$ cat config.mk
export PLATFORM = sky130hd
export DESIGN_NAME = digit_entry
export DESIGN_NICKNAME = d
export VERILOG_FILES = /design/src/rtl/atm_pkg.sv /design/src/rtl/btn_debounce.sv /design/src/rtl/digit_entry.sv
export SDC_FILE = /design/constraint.sdc
export NUM_CORES = 1
export LEC_CHECK = 0
export CAP_MARGIN = 10
export CORE_AREA = 5 5 121 123
export CTS_CLUSTER_SIZE = 16
export DETAILED_ROUTE_END_ITERATION = 6
export DIE_AREA = 0 0 126 128
export PLACE_DENSITY_LB_ADDON = 0.3
export REMOVE_ABC_BUFFERS = 1
export SLEW_MARGIN = 20
export SYNTH_ARGS = -nofsm -noshare
export SYNTH_HDL_FRONTEND = slang
export SYNTH_SLANG_ARGS = --single-unit
$ cat constraint.sdc
create_clock -name clk -period 2.3 [get_ports clk]
set_clock_uncertainty 0.1 [all_clocks]
set_input_delay 0.46 -clock clk [delete_from_list [all_inputs] [get_ports clk]]
set_output_delay 0.46 -clock clk [all_outputs]
set_load 0.02 [all_outputs]
$ cat src/rtl/atm_pkg.sv
// Shared definitions for the ATM front-panel logic.
// Holds the main controller state encoding, the digit-entry FSM state
// encoding, the BCD digit limits and small BCD step helpers.
// No ports (package).
package atm_pkg;

  // Main controller states. The digit-entry block is enabled while the
  // controller sits in CTRL_ACC_NUM or CTRL_PIN_INPUT.
  typedef enum logic [2:0] {
    CTRL_IDLE      = 3'd0,
    CTRL_ACC_NUM   = 3'd1,
    CTRL_PIN_INPUT = 3'd2,
    CTRL_MENU      = 3'd3,
    CTRL_DONE      = 3'd4
  } ctrl_state_t;

  // Digit-entry FSM states.
  typedef enum logic [1:0] {
    ENTRY_IDLE     = 2'd0,
    ENTRY_EDIT     = 2'd1,
    ENTRY_WAIT_ACK = 2'd2
  } entry_state_t;

  localparam logic [3:0] BCD_MIN = 4'd0;
  localparam logic [3:0] BCD_MAX = 4'd9;

  // Wrapping BCD increment. Anything at or above 9 lands on 0, so even a
  // corrupted digit is pulled back into range.
  function automatic logic [3:0] bcd_inc(input logic [3:0] d);
    return (d >= BCD_MAX) ? BCD_MIN : d + 4'd1;
  endfunction

  // Wrapping BCD decrement. 0 (or an out-of-range code) lands on 9.
  function automatic logic [3:0] bcd_dec(input logic [3:0] d);
    return (d == BCD_MIN || d > BCD_MAX) ? BCD_MAX : d - 4'd1;
  endfunction

endpackage

$ cat src/rtl/btn_debounce.sv
// Push-button conditioner: 2-flop synchronizer, counting debouncer and
// press-edge detector.
// Ports:
//   clk     - system clock, rising edge
//   rst_n   - asynchronous active-low reset
//   btn_raw - raw asynchronous button input
//   level   - debounced button level
//   press   - one-cycle pulse when the debounced level goes 0->1
module btn_debounce #(
  parameter int DEBOUNCE_CYCLES = 1_000_000
) (
  input  logic clk,
  input  logic rst_n,
  input  logic btn_raw,
  output logic level,
  output logic press
);

  localparam int CW = $clog2(DEBOUNCE_CYCLES + 1);
  localparam logic [CW-1:0] CNT_MAX = CW'(DEBOUNCE_CYCLES - 1);

  logic          sync1;
  logic          sync2;
  logic [CW-1:0] cnt;

  always_ff @(posedge clk or negedge rst_n) begin
    if (!rst_n) begin
      sync1 <= 1'b0;
      sync2 <= 1'b0;
      level <= 1'b0;
      cnt   <= '0;
      press <= 1'b0;
    end else begin
      sync1 <= btn_raw;
      sync2 <= sync1;
      press <= 1'b0;
      if (sync2 != level) begin
        // The Nth consecutive differing cycle commits the new level; the
        // press pulse coincides with the level rising.
        if (cnt == CNT_MAX) begin
          level <= sync2;
          press <= sync2;
          cnt   <= '0;
        end else begin
          cnt <= cnt + 1'b1;
        end
      end else begin
        // Any return to the committed level is a bounce: restart.
        cnt <= '0;
      end
    end
  end

endmodule

$ cat src/rtl/digit_entry.sv
// Multi-digit BCD entry from five push buttons.
// U/D change the digit under the cursor (wrapping 0..9), L/R move the
// cursor (saturating), C confirms. A confirmed value is frozen with valid
// high until the controller acks it.
// Ports:
//   clk, rst_n                - clock, asynchronous active-low reset
//   enable                    - controller is in an entry state
//   BTNU/BTND/BTNL/BTNR/BTNC  - raw push buttons
//   value_bcd                 - entered digits, digit 0 in [3:0]
//   cursor                    - index of the digit being edited
//   editing                   - high in EDIT (display blinks cursor digit)
//   valid                     - entry complete, value_bcd frozen
//   ack                       - controller consumed value_bcd
//   dbg_state                 - current FSM state, for observation
// Handshake: valid rises one cycle after a confirm and stays high, with
// value_bcd stable, until ack is sampled high; valid drops the next cycle.
module digit_entry
  import atm_pkg::*;
#(
  parameter int DIGITS          = 4,
  parameter int DEBOUNCE_CYCLES = 1_000_000
) (
  input  logic                clk,
  input  logic                rst_n,
  input  logic                enable,
  input  logic                BTNU,
  input  logic                BTND,
  input  logic                BTNL,
  input  logic                BTNR,
  input  logic                BTNC,
  output logic [4*DIGITS-1:0] value_bcd,
  output logic [2:0]          cursor,
  output logic                editing,
  output logic                valid,
  input  logic                ack,
  output logic [1:0]          dbg_state
);

  localparam logic [2:0] CURSOR_MAX = 3'(DIGITS - 1);

  entry_state_t        state, state_n;
  logic [4*DIGITS-1:0] digits_n;
  logic [2:0]          cursor_n;

  // Button order in these vectors: {C, U, D, L, R}.
  logic [4:0] raw;
  logic [4:0] pressed;
  logic [4:0] lvl_unused;

  assign raw = {BTNC, BTNU, BTND, BTNL, BTNR};

  for (genvar g = 0; g < 5; g++) begin : g_btn
    btn_debounce #(
      .DEBOUNCE_CYCLES(DEBOUNCE_CYCLES)
    ) u_btn (
      .clk    (clk),
      .rst_n  (rst_n),
      .btn_raw(raw[g]),
      .level  (lvl_unused[g]),
      .press  (pressed[g])
    );
  end

  always_ff @(posedge clk or negedge rst_n) begin
    if (!rst_n) begin
      state     <= ENTRY_IDLE;
      value_bcd <= '0;
      cursor    <= 3'd0;
    end else begin
      state     <= state_n;
      value_bcd <= digits_n;
      cursor    <= cursor_n;
    end
  end

  always_comb begin
    state_n  = state;
    digits_n = value_bcd;
    cursor_n = cursor;
    case (state)
      ENTRY_IDLE: begin
        if (enable) begin
          state_n  = ENTRY_EDIT;
          digits_n = '0;
          cursor_n = CURSOR_MAX;
        end
      end
      ENTRY_EDIT: begin
        if (!enable) begin
          state_n  = ENTRY_IDLE;
          digits_n = '0;
        end else if (pressed[4]) begin
          state_n = ENTRY_WAIT_ACK;
        end else if (pressed[3] || pressed[2]) begin
          for (int i = 0; i < DIGITS; i++) begin
            if (cursor == 3'(i)) begin
              digits_n[4*i +: 4] = pressed[3] ? bcd_inc(value_bcd[4*i +: 4])
                                              : bcd_dec(value_bcd[4*i +: 4]);
            end
          end
        end else if (pressed[1]) begin
          if (cursor < CURSOR_MAX) cursor_n = cursor + 3'd1;
        end else if (pressed[0]) begin
          if (cursor != 3'd0) cursor_n = cursor - 3'd1;
        end
      end
      ENTRY_WAIT_ACK: begin
        // Presses are ignored here; only enable and ack matter.
        if (!enable) begin
          state_n  = ENTRY_IDLE;
          digits_n = '0;
        end else if (ack) begin
          state_n  = ENTRY_EDIT;
          digits_n = '0;
          cursor_n = CURSOR_MAX;
        end
      end
      default: begin
        state_n  = ENTRY_IDLE;
        digits_n = '0;
      end
    endcase
  end

  assign editing   = (state == ENTRY_EDIT);
  assign valid     = (state == ENTRY_WAIT_ACK);
  assign dbg_state = state;

endmodule

==> results of run 1 <==
flip-flops by register name (all words and copies together) (netlist names):
| name | count |
|---|---|
| g_btn.u_btn.sync2 | 5 |
| dbg_state | 2 |
| value_bcd | 16 |
| g_btn.u_btn.level | 5 |
| g_btn.u_btn.press | 5 |
| g_btn.u_btn.cnt | 100 |
| cursor | 3 |
| g_btn.u_btn.sync1 | 5 |
power groups by stage:
stage / clock [mW] / combinational (mW) / sequential, mW
after floorplan: 0 / 0.180 / 2.64
after global placement: 0 / 0.358 / 2.64
after detailed placement: 0 / 0.369 / 2.64
after CTS: 2.91 / 0.373 / 2.60
after global routing: 3.01 / 0.419 / 2.61
final: 2.85 / 0.366 / 2.60
cells by family after synthesis:
kind of cell | after synthesis
adder cells (fa/ha/maj) | 24
XOR/XNOR | 97
multiplexers | 9
buffers and inverters | 43
AND/OR/NAND/NOR | 357
AO/OA/AOI/OAI | 70
flip-flops | 141
layer usage:
metal	vias up	track usage, %	part of all wire, %
met4	0	8.707	1.7
met1	2689	23.10	45
met3	25	4.333	3.1
met5	-	0	0
met2	81	31.08	50
li1	2678	-	-
cell usage in the layout, fill, tap and decap left out, types with 3 or more instances in the layout:
cell type          n
a211oi_1           3
xor2_1            70
nor4_1            10
mux2i_1            3
nand3b_1           4
nor3b_1           10
nand2_1           48
nand3_1           54
clkinvlp_4         3
clkinv_4           5
mux2_2             5
buf_4             18
xnor2_1           27
o21ai_0           14
nor2_1           118
or3_1              4
nor3_1            14
a21oi_1           10
a31oi_1            9
and3_1            27
a22o_1             6
a21o_1             3
inv_1             20
ha_1              24
or2_2              4
nor4b_1            4
nor2b_1            8
dfrtp_1          140
clkbuf_16         17
nand4_1           28
o311ai_0           4
nand2b_1           5
clkdlybuf4s50_1   29
bufinv_16          3
and4_1             5
o21a_1             5
layout make-up:
| cell class | count | area [um2] | area share, % |
|---|---|---|---|
| Clock inverter | 14 | 185.2 | 2.184 |
| Sequential cell | 141 | 3530 | 41.62 |
| Clock buffer | 18 | 439.2 | 5.179 |
| Inverter | 20 | 75.07 | 0.8852 |
| Timing Repair Buffer | 51 | 475.5 | 5.606 |
| Tap cell | 180 | 225.2 | 2.656 |
| Multi-Input combinational cell | 557 | 3551 | 41.87 |
worst paths after layout:
check                                         end  slack [ns]
min reg2reg                  g_btn[3].u_btn.sync2        0.25
min                          g_btn[3].u_btn.sync2        0.25
max in group asynchronous   g_btn[3].u_btn.cnt[2]        0.97
max reg2reg                  g_btn[2].u_btn.level        0.14
max                                  value_bcd[6]        0.09
min in group asynchronous  g_btn[4].u_btn.cnt[14]        0.45
through the flow:
stage                     setup WS (ns)  util (%)  setup TNS (ns)  hold slack [ns]
final                           0.09076     62.55               0           0.2491
after global placement          0.05417     57.87               0           0.2364
after global routing            0.03757     62.55               0           0.2637
after detailed placement       -0.01621     57.87        -0.01621           0.2441
after floorplan                  0.2492         -               0          0.06441
after CTS                       0.04406     62.54               0           0.2534
what timing repair did:
action | 4_1_cts | 5_1_grt
hold buffers | 1 | 0
hold endpoints to repair | 54 | 0
gates resized for setup | 1 | 1
setup endpoints to repair | 1 | 1
pin swaps | 0 | 0
==> results by stage, run 1 <==
Clock network:
- The clock latency on the worst-skew pair is 0.43 ns.
- The cell at the root of the clock tree is clkbuf_16.
- TritonCTS built the clock tree.
- TritonCTS created 17 clock buffers.
- The clock drives about 140 sinks.
- The number of setup buffers added after CTS is 0.
- In this run the deepest clock path goes through 2 buffers.
- Clock-pin slew was measured on the worst setup and hold paths at roughly 0.06 ns.
- The H-tree generated during clock tree synthesis spans 4 levels.

Floorplan:
- The x dimension of the die is 126 um.
- The total I/O pin count is 32.
- From bottom edge to top edge, the die measures around 130 um.
- The die covers around 16000 um2.
- In this run the standard cell core region covers 13560 um2.
- Row generation in the floorplan step produced 43 rows.
- For this configuration, the core starts out at a cell density of 53.48%.

Synth:
- Of the total synthesized cell area, the portion taken by full adders, half adders and majority gates is between 4 and 5%.
- Of all flip-flops after synthesis, the portion carrying an async set or reset was 100.0%.
- By area, the combinational part of the netlist is dominated by simple AND/OR/NAND/NOR gates.
- The sequential area share after synthesis is between 40% and 50%.
- The synthesized design spends more area on one cell type than any other, namely dfrtp_1.
- Sorting the synthesized cells by area gives the leading types as dfrtp_1 (49%), xor2_1 (8.5%), nor2_1 (6.1%), ha_1 (4.1%), nand3_1 (3.7%).
- A synthesized cell averages ~9.8 um2.
- The yosys synthesis warning count is 0.
- In this run the biggest area consumer among cell types represents between 40% and 50% of the synthesized area.
- The synthesized netlist devotes between 6 and 7% of its cell area to compound gates.
- The cell count after synthesis came out at between 700 and 800.
- In this run, distinct cell masters in the synthesized netlist total 57.
- The mapped netlist covers roughly 7300 um2.
- The synthesized netlist devotes between 10% and 20% of its cell area to XOR and XNOR gates.
- In this run, synthesis produced a sequential element count of 141.
- The number of enable-type register cells in the synthesized netlist is 0.
- After Yosys synthesis, and, or, nand and nor cells account for approximately a quarter of the synthesized area.
- In the post-synthesis netlist, the cell with the most instances is dfrtp_1.
- The portion of synthesized area spent on multiplexers is between 1 and 1.5%.
- The commonest cells after synthesis are dfrtp_1 (141), nor2_1 (118), xor2_1 (70).
- In the synthesized netlist the dominant register cell turns out to be dfrtp_1.

Power:
- Across the VDD grid, the largest voltage drop is around 0.54 mV.
- The clock network accounts for ~50% of the total power.
- Of the total power, registers draw approximately 45%.
- Dividing total power by cell area gives a power density of around 690 nW/um2.
- The static leakage power is around 3.8 nW.
- In this run the power spent charging and discharging nets is between 1 and 1.5 mW.
- The fraction of power consumed by combinational cells is 6.3%.
- Of the total power, the share spent switching nets is between 20% and 30%.
- Overall power consumption after layout is estimated at ~5.8 mW.
- The internal power is approximately 4.4 mW.

Global route:
- The first global-routing pass estimated about 25000 um of wire.
- The via count of the first global-routing pass is around 5.5k.
- The largest net degree at the start of global routing is just under 60.
- For this run, the total global-route usage over all layers was measured as about a fifth.
- For this run the aggregate overflow at the end of global routing stands at 0.
- The initial antenna violation count was 0.

Layout:
- The layout overhead on the synthesized area is 16.96%.
- The post-layout net count is 821.
- The share of post-route cells with drive strength above 1 is about 8.6%.
- The filler cell count is 1105.
- The final cell count without fillers is just under 1k.
- The final design area excluding fillers is roughly 8500 um2.
- The repair_antennas step left the layout with diodes totalling 0.

Critical path:
- The family with the most delay on the worst path is buffers and inverters.
- The setup path with the least slack is of type flop to primary output.
- Counting both buffers and inverters, the worst setup path holds a total of 1.
- The logic depth of the worst register-to-register path is 5.
- The cell depth of the worst setup path is 1.
- The startpoint kind of the worst setup timing path is a flop.
- In this run the worst path has a maximum fanout of 10.
- The worst setup path is captured at a primary output.
- The critical path starts at value_bcd[6].
- The data required time of the worst path is 1.74 ns.
- The critical register-to-register path startpoint is g_btn[2].u_btn.cnt[13].
- For the worst setup path, the data arrival time is approximately 1.7 ns.
- Walking the worst path, the cells encountered are clkdlybuf4s50_1.
- The largest single stage delay on the critical path is roughly 0.69 ns.
- For this design, the slowest cell found on the critical path is clkdlybuf4s50_1.

Placement:
- At the end of routability-driven placement, the weighted congestion stood at between 0.8 and 0.9.
- The port buffer count is 31.
- Once placement finished, the instance area stood at about 7800 um2.
- Once detailed placement completed, the half-perimeter wirelength came to around 9900 um.
- Once placement completed, the tool counted placed cells totaling roughly 950.

Drt:
- The final route contains about 5.5k vias.
- The antenna violation net count after detailed routing is 0.
- The first routing iteration left around 400 violations.
- Dividing the detail-routed wire length by the instance count gives between 10 and 15 um.
- The wire length reported by the detailed router is about 14000 um.
- The DRC violation count after routing is 0.
- After detailed routing, the number of vias per cell comes to roughly 5.6.
- The first detailed-routing pass ran for 5 iterations.

Hold path:
- Counting instances, the worst hold path has a depth of 0.
- The path type of the worst min-delay path is flop to flop.
- In this run the most critical hold path is launched from g_btn[3].u_btn.sync1.

STA:
- The pin slew with the least headroom to its limit is 0.6201 ns.
- The final critical path takes up a little over nine tenths of the cycle.
- In this run the tightest slew margin relative to its limit is 58.28%.
- The number of hold violations in the final report is 0.
- The clock period minus worst slack is between 2 and 2.5 ns.
- Setup repair after global routing left no endpoint under its margin.
- The highest clock frequency the design can meet is 452.6 MHz.
- Setup violations remaining at the end of the flow were counted as 0.
- The count of pins over their slew limit is 0.

Run status:
- The flow ran to the end, and the final reports show no timing, DRC or antenna violations.

Flow run:
- Max-cap violations in this run came to 0.
(Power assumes the default switching activity.)
==> run 2: changes to the inputs <==
CORE_AREA = 5 5 120 133   (was 5 5 121 123)
DIE_AREA = 0 0 125 138   (was 0 0 126 128)
SYNTH_HIERARCHICAL = 1   (was unset)
TNS_END_PERCENT = 1   (was unset)
==> results by stage, run 2 <==
Run status:
- The flow ran to the end, and the final reports show no timing, DRC or antenna violations.

Clock network:
- After clock tree synthesis, the clock-pin slew on the worst setup and hold paths is ~0.050 ns.
- The tree is rooted in a clkbuf_16.
- Buffers inserted during clock tree synthesis total 17.
- The clock latency on the worst-skew pair is between 0.4 and 0.5 ns.
- The total setup buffers inserted after CTS is 0.
- The maximum count of clock buffers along a single path is 2.
- For this design, the sink count on the clock tree is 141.
- The CTS tree is built.
- The H-tree generated during clock tree synthesis spans 4 levels.

Global route:
- The first global-routing pass estimated 27520 um of wire.
- Summed over all layers, the global routing overflow is 0.
- The via count of the first global-routing pass is 5988.
- Entering global routing, the biggest net connects 56 pins.
- The initial antenna violation count is 0.
- Global routing used between 15 and 20% of the available tracks.

Critical path:
- The worst setup path category is flop to primary output.
- Along the worst path, the maximum fanout reaches 11.
- The cell with the biggest individual delay on the critical path is clkdlybuf4s50_1.
- The signal on the critical path passes through clkdlybuf4s50_1.
- The startpoint kind of the worst setup timing path is a flop.
- On the worst path, the slowest cell contributes a delay of 0.68 ns.
- Counting both buffers and inverters, the worst setup path holds a total of 1.
- The category of the worst setup path capture point is a primary output.
- The worst path arrival time is between 1.5 and 2 ns.
- The family with the most delay on the worst path is buffers and inverters.
- Data on the critical path is required at its endpoint by roughly 1.7 ns.

Placement:
- The worst setup slack before clock tree synthesis is ~0.14 ns.
- Detailed placement finished with a half-perimeter wire length of roughly 11000 um.
- Counting tap cells, the placed design contains a total of 977 instances.
- The routability congestion estimate from global placement is roughly 0.87.
- The port buffer count is 31.

STA:
- The highest clock frequency the design can meet is about 450 MHz.
- Setup violations remaining at the end of the flow were counted as 0.
- Counting I/O delays and the setup requirement, the final critical path takes approximately 2.2 ns.
- The worst setup margin is around 0.09 ns.
- Setup repair after global routing left no endpoint under its margin.
- The worst pin sits at a relative slew slack of 66.49%.
- The number of hold violations in the final report is 0.
- The count of pins over their slew limit was 0.
- The total negative slack for setup checks is 0 ns.
- The pin slew with the least headroom to its limit is about 0.5 ns.
- The final worst-path cycle share is 96.11%.

Layout:
- The number of antenna diodes is 0.
- The footprint of the multi-input gates is roughly 4000 um2.
- In the final layout, the registers with the most flip-flops are g_btn.u_btn/cnt (100), value_bcd (16).
- The final layout contains around 840 nets.
- The finished layout holds 1009 standard cells, fillers aside.
- Leaving out fill and tap cells, the most frequent cells in the layout are dfrtp_1 (141), nor2_1 (87), nand2_1 (45).
- The sequential cell area is around 3500 um2.
- Fill cells in the final layout number between 1k and 1.5k.
- Of the cells placed in the final design, the portion with a size suffix greater than 1 is 13.46%.
- The flip-flop count of the largest register, all copies and words added is 100.
- Leaving out fill and tap cells, the most frequent cell in the layout is dfrtp_1.
- From synthesis to final layout, the design area changed by 16.15%.
- The register bank with the most flops is g_btn.u_btn/cnt.

Power:
- The static leakage power is ~3.8 nW.
- IR analysis of the VDD net gives a maximum drop of roughly 0.49 mV.
- In this run the power density over the cells is about 650 nW/um2.

Floorplan:
- The die is about 130 um wide.
- The total I/O pin count is 32.
- The area of the core region is 14330 um2.
- The floorplan step set the die height to about 140 um.
- The initial cell density of the core is a little over half.
- The die covers between 15000 and 20000 um2.
- The cell row count is 46.

Drt:
- The wire length reported by the detailed router is about 16000 um.
- The violation count after the first detailed-route iteration is 398.
- The first-pass iteration count of the detailed router is 5.
- The average via count per standard cell is slightly below 6.
- The number of vias after detailed routing is 5897.
- After detailed routing, the average wire length per cell comes to 15.56 um.
- The routed metal-1 wire length is 7025 um.
- The wire length on met2 is slightly below 8000 um.
- The highest metal layer with signal wires is met4.
- The antenna violation net count after detailed routing is 0.
- Detailed routing placed a total of between 400 and 500 um of wire on met3.
- The DRC violation count after routing is 0.

Synth:
- The post-synthesis register bit count is roughly 140.
- The sequential area share after synthesis is approximately 45%.
- The most common cell in the netlist is dfrtp_1.
- The library cell occupying the most area in the post-synthesis netlist is dfrtp_1.
- The number of enable-type register cells in the synthesized netlist is 0.
- The yosys synthesis warning count is 6.
- The async set or reset register ratio after synthesis is between 90% and 100%.
- Yosys mapped the design onto 68 distinct sky130hd cell types.
- Sorting the synthesized cells by how often they occur yields dfrtp_1 (141), nor2_1 (87), nand2_1 (45).
- The mean instance size in the synthesized netlist is 10.38 um2.
- After synthesis, the largest area contributor takes up between 40% and 50% of total cell area.
- In the synthesized netlist, the number of instances is ~750.
- The leading register cell type out of synthesis is dfrtp_1.
- In the post-synthesis netlist, the biggest area contributors are dfrtp_1 (45%), xnor2_1 (4.3%), xor2_1 (4.3%), nor2_1 (4.2%), ha_1 (4.0%).
- The synthesized netlist occupies a cell area of approximately 8000 um2.

Hold path:
- The path type of the worst min-delay path is flop to flop.

Flow run:
- Across the run, the number of max-cap violations was 0.
run 2: cell count changes after synthesis, moves of 9 or more:
cell      previous run  this run
nand3_1             54        30
nor2_1             118        87
nand4_2              0        10
nand3_2              1        10
o31ai_1              2        18
nand4_1             28        11
nor4_2               1        10
xnor2_1             27        38
xor2_1              70        38
or4_1                2        17
a21oi_1             10        37
and3_1              27        16
clkbuf_1            17         6
run 2: worst paths after layout:
path / end / cells after the start / slack [ns] / from
max: value_bcd[12] / 1 / 0.09 / value_bcd[12]
max in group asynchronous: g_btn[3].u_btn/cnt[19] / 3 / 1.09 / rst_n
min: g_btn[3].u_btn/sync2 / 0 / 0.25 / g_btn[3].u_btn/sync1
min reg2reg: g_btn[3].u_btn/sync2 / 0 / 0.25 / g_btn[3].u_btn/sync1
min in group asynchronous: g_btn[2].u_btn/cnt[8] / 2 / 0.41 / rst_n
max reg2reg: cursor[1] / 7 / 0.21 / cursor[0]
run 2: layer usage:
layer | up-vias | track usage, %
met5 | - | 0
met4 | 0 | 7.591
met3 | 35 | 3.621
met2 | 103 | 31.27
met1 | 2929 | 23.40
li1 | 2830 | -
run 2: area by class of cell:
type	count	share of cell area, %
clock inverters	10	1.797
flip-flops and latches	141	38.98
inverters	26	1.078
clock buffers	21	5.198
repair buffers	51	5.253
multi-input cells	568	45.04
well taps	192	2.654
run 2: timing repair:
| action | CTS | global route |
|---|---|---|
| hold buffers | 1 | 0 |
| hold endpoints to repair | 32 | 0 |
| gates resized for setup | 1 | 0 |
| endpoints found under the setup margin | 1 | 0 |
run 2: stage by stage:
step	instance area (um2)	total power, mW	hold slack, ns	utilization, %
after detailed placement	8409	3.056	0.2347	58.68
after global placement	8409	3.035	0.2348	58.68
after CTS	9051	5.992	0.2477	63.16
after floorplan	7702	2.865	0.06441	-
after global routing	9051	6.163	0.2589	63.16
final	9051	5.927	0.2458	63.16
run 2: worst reg2reg max path, stage by stage (launching register included):
cell and delay, ns:
dfrtp_1 0.45, inv_1 0.18, ha_1 0.17, nand2b_1 0.08, a22oi_1 0.20, and3b_1 0.23
o21ai_1 0.21, mux2_2 0.36
run 2: cells by family after synthesis:
| group | count (synthesis) | synth area share (%) |
|---|---|---|
| xor+xnor | 76 | 8.542 |
| fa+ha+maj | 25 | 4.014 |
| simple gates | 332 | 25.93 |
| buf+inv | 42 | 2.408 |
| mux | 13 | 2.039 |
| compound gates | 122 | 11.79 |
| flops | 141 | 45.28 |
run 2: report_power, final:
part | switching, mW | internal (mW) | total (mW) | leakage [nW]
Clock | 1.02 | 1.89 | 2.92 | 0.293
Combinational | 0.231 | 0.179 | 0.410 | 1.55
Sequential | 0.0744 | 2.53 | 2.60 | 1.92
==> run 3: changes to the inputs <==
MAX_ROUTING_LAYER = met4   (was unset)
==> results by stage, run 3 (synthesis gave the netlist of run 2 again) <==
Run status:
- The run finished with clean final reports.

Global route:
- The first global-routing pass estimated 27500 um of wire.
- The via count of the first global-routing pass was roughly 6.0k.
- Summed over all layers, the global routing overflow is 0.
- The initial antenna violation count is 0.
- The aggregate global-route resource usage is 19.06%.
- Entering global routing, the biggest net connects 56 pins.

Floorplan:
- 32 I/O pins were placed.
- The area of the core region is about 14000 um2.
- The floorplan has 46 rows.
- From bottom edge to top edge, the die measures approximately 140 um.
- The die covers between 15000 and 20000 um2.
- The initial cell density of the core is about 54%.
- Measured along the x axis, the die boundary spans 125 um.

Critical path:
- For flop-to-flop paths, the worst setup slack is 0.21 ns.
- STA puts the critical path data required time at 1.74 ns.
- The biggest cell delay along the critical path is 0.68 ns.
- The logic depth of the worst register-to-register path is 7.
- STA classifies the critical path startpoint as a flop.
- The worst path arrival time is around 1.7 ns.
- Traced cell by cell, the critical path runs through clkdlybuf4s50_1.
- The worst setup path is captured at a primary output.
- The worst setup path category is flop to primary output.
- The family with the most delay on the worst path is buffers and inverters.
- The number of buffers and inverters on the critical path is 1.
- The cell depth of the worst setup path is 1.
- The cell with the biggest individual delay on the critical path is clkdlybuf4s50_1.
- Of all nets on the critical path, the largest fanout is 11.

Drt:
- After detailed routing, the average wire length per cell comes to roughly 16 um.
- The violation count after the first detailed-route iteration is 398.
- The antenna violation net count after detailed routing is 0.
- For this run, design rule violations remaining after detail routing come to 0.
- The average via count per standard cell is between 5 and 6.
- The number of vias after detailed routing is just under 6k.
- The pre-antenna-repair detailed-routing pass consisted of 5 iterations.
- Summed over all layers, the routed wires come to between 15000 and 20000 um.

Placement:
- The port buffer count is 31.
- The worst setup slack before clock tree synthesis is ~0.14 ns.
- Routability-driven placement finished with a final weighted congestion of 0.8870.
- The number of cells after detailed placement is between 900 and 1k.
- The total half-perimeter wirelength after legalization and detailed placement is roughly 11000 um.

Layout:
- The filler cells instantiated in the layout total around 1.1k.
- For this run, the post-layout net count is around 840.
- In the final layout, the registers with the most flip-flops are g_btn.u_btn/cnt (100), value_bcd (16).
- Leaving out fill and tap cells, the most frequent cells in the layout are dfrtp_1 (141), nor2_1 (87), nand2_1 (45).
- The most frequent standard cell in the layout excluding fill and tap cells is dfrtp_1.
- From synthesis to final layout, the design area changed by 16.15%.
- The share of post-route cells with drive strength above 1 is roughly 13%.
- The final cell count without fillers is 1009.
- The register with the most flip-flops in the layout has 100 of them.
- The register bank with the most flops is g_btn.u_btn/cnt.
- 0 antenna diodes ended up in the layout.

STA:
- The clock period minus worst slack is about 2.2 ns.
- For the pin with the worst max-slew slack, the measured transition is between 0.5 and 0.6 ns.
- The number of hold violations in the final report is 0.
- The final worst-path cycle share is about 96%.
- Setup repair after global routing left no endpoint under its margin.
- Setup violations remaining at the end of the flow were counted as 0.
- Across all setup checks in the final design, the least slack found is just over 0.09 ns.
- Setup total negative slack on the finished layout was measured at 0 ns.
- Based on the critical path, the design can be clocked at up to 453.1 MHz.
- The worst pin sits at a relative slew slack of 66.50%.
- The count of pins over their slew limit is 0.

Power:
- The final total power is 5.920 mW.
- The total power density per cell area is roughly 650 nW/um2.
- The maximum ir drop on the vdd rail is 0.4786 mV.
- The static leakage power is between 3 and 4 nW.

Clock network:
- The clock net in this run drives a total of 141 sinks.
- The total setup buffers inserted after CTS is 0.
- The register clock-pin slew on the reported worst setup and hold paths is 0.05 ns.
- The maximum count of clock buffers along a single path is 2.
- The CTS tree is built.
- The H-tree was split into 4 levels.
- The cell at the root of the clock tree is clkbuf_16.
- The number of CTS-inserted buffers is 17.
- The clock reaches the later pin of the worst-skew pair after ~0.41 ns.

Hold path:
- The worst hold path was traced through 0 stages.
- The path type of the worst min-delay path is flop to flop.

Flow run:
- Max-cap violations in this run came to 0.
-- run 3: path summary, 6_finish.rpt --
check                                      from                     end
max                               value_bcd[12]           value_bcd[12]
min                        g_btn[3].u_btn/sync1    g_btn[3].u_btn/sync2
max reg2reg                           cursor[0]               cursor[1]
min reg2reg                g_btn[3].u_btn/sync1    g_btn[3].u_btn/sync2
max in group asynchronous                 rst_n  g_btn[3].u_btn/cnt[19]
min in group asynchronous                 rst_n   g_btn[2].u_btn/cnt[8]
-- run 3: layer usage --
metal	wire, um	share of wire [%]	global-route usage (%)	up-vias
met3	486	3.1	3.505	33
met5	0	0	-	-
li1	-	-	-	2829
met2	7888	50	31.27	104
met4	309	2.0	7.591	0
met1	6972	45	23.40	2904
-- run 3: timing repair --
item | 4_1_cts | 5_1_grt
hold buffers | 1 | 0
endpoints found under the setup margin | 1 | 0
resized for setup | 1 | 0
endpoints found under the hold margin | 32 | 0
-- run 3: metrics by stage --
step / hold WS, ns / area [um2] / utilization (%)
2_1_floorplan: 0.06441 / 7702 / -
3_3_place_gp: 0.2348 / 8409 / 58.68
3_5_place_dp: 0.2347 / 8409 / 58.68
4_1_cts: 0.2477 / 9051 / 63.16
5_1_grt: 0.2588 / 9051 / 63.16
6_report: 0.2458 / 9051 / 63.16
-- run 3: cell type report --
class	instances	area [um2]	area share (%)
multi-input combinational	568	4076	45.04
sequential	141	3528	38.98
timing repair buffer	51	475.5	5.253
clock buffer	21	470.5	5.198
tap	192	240.2	2.654
clock inverter	10	162.7	1.797
inverter	26	97.59	1.078
-- run 3: report_power, final --
group / total (mW) / internal (mW) / switching [mW]
clock network: 2.91 / 1.89 / 1.02
registers: 2.60 / 2.53 / 0.0743
logic: 0.409 / 0.179 / 0.230
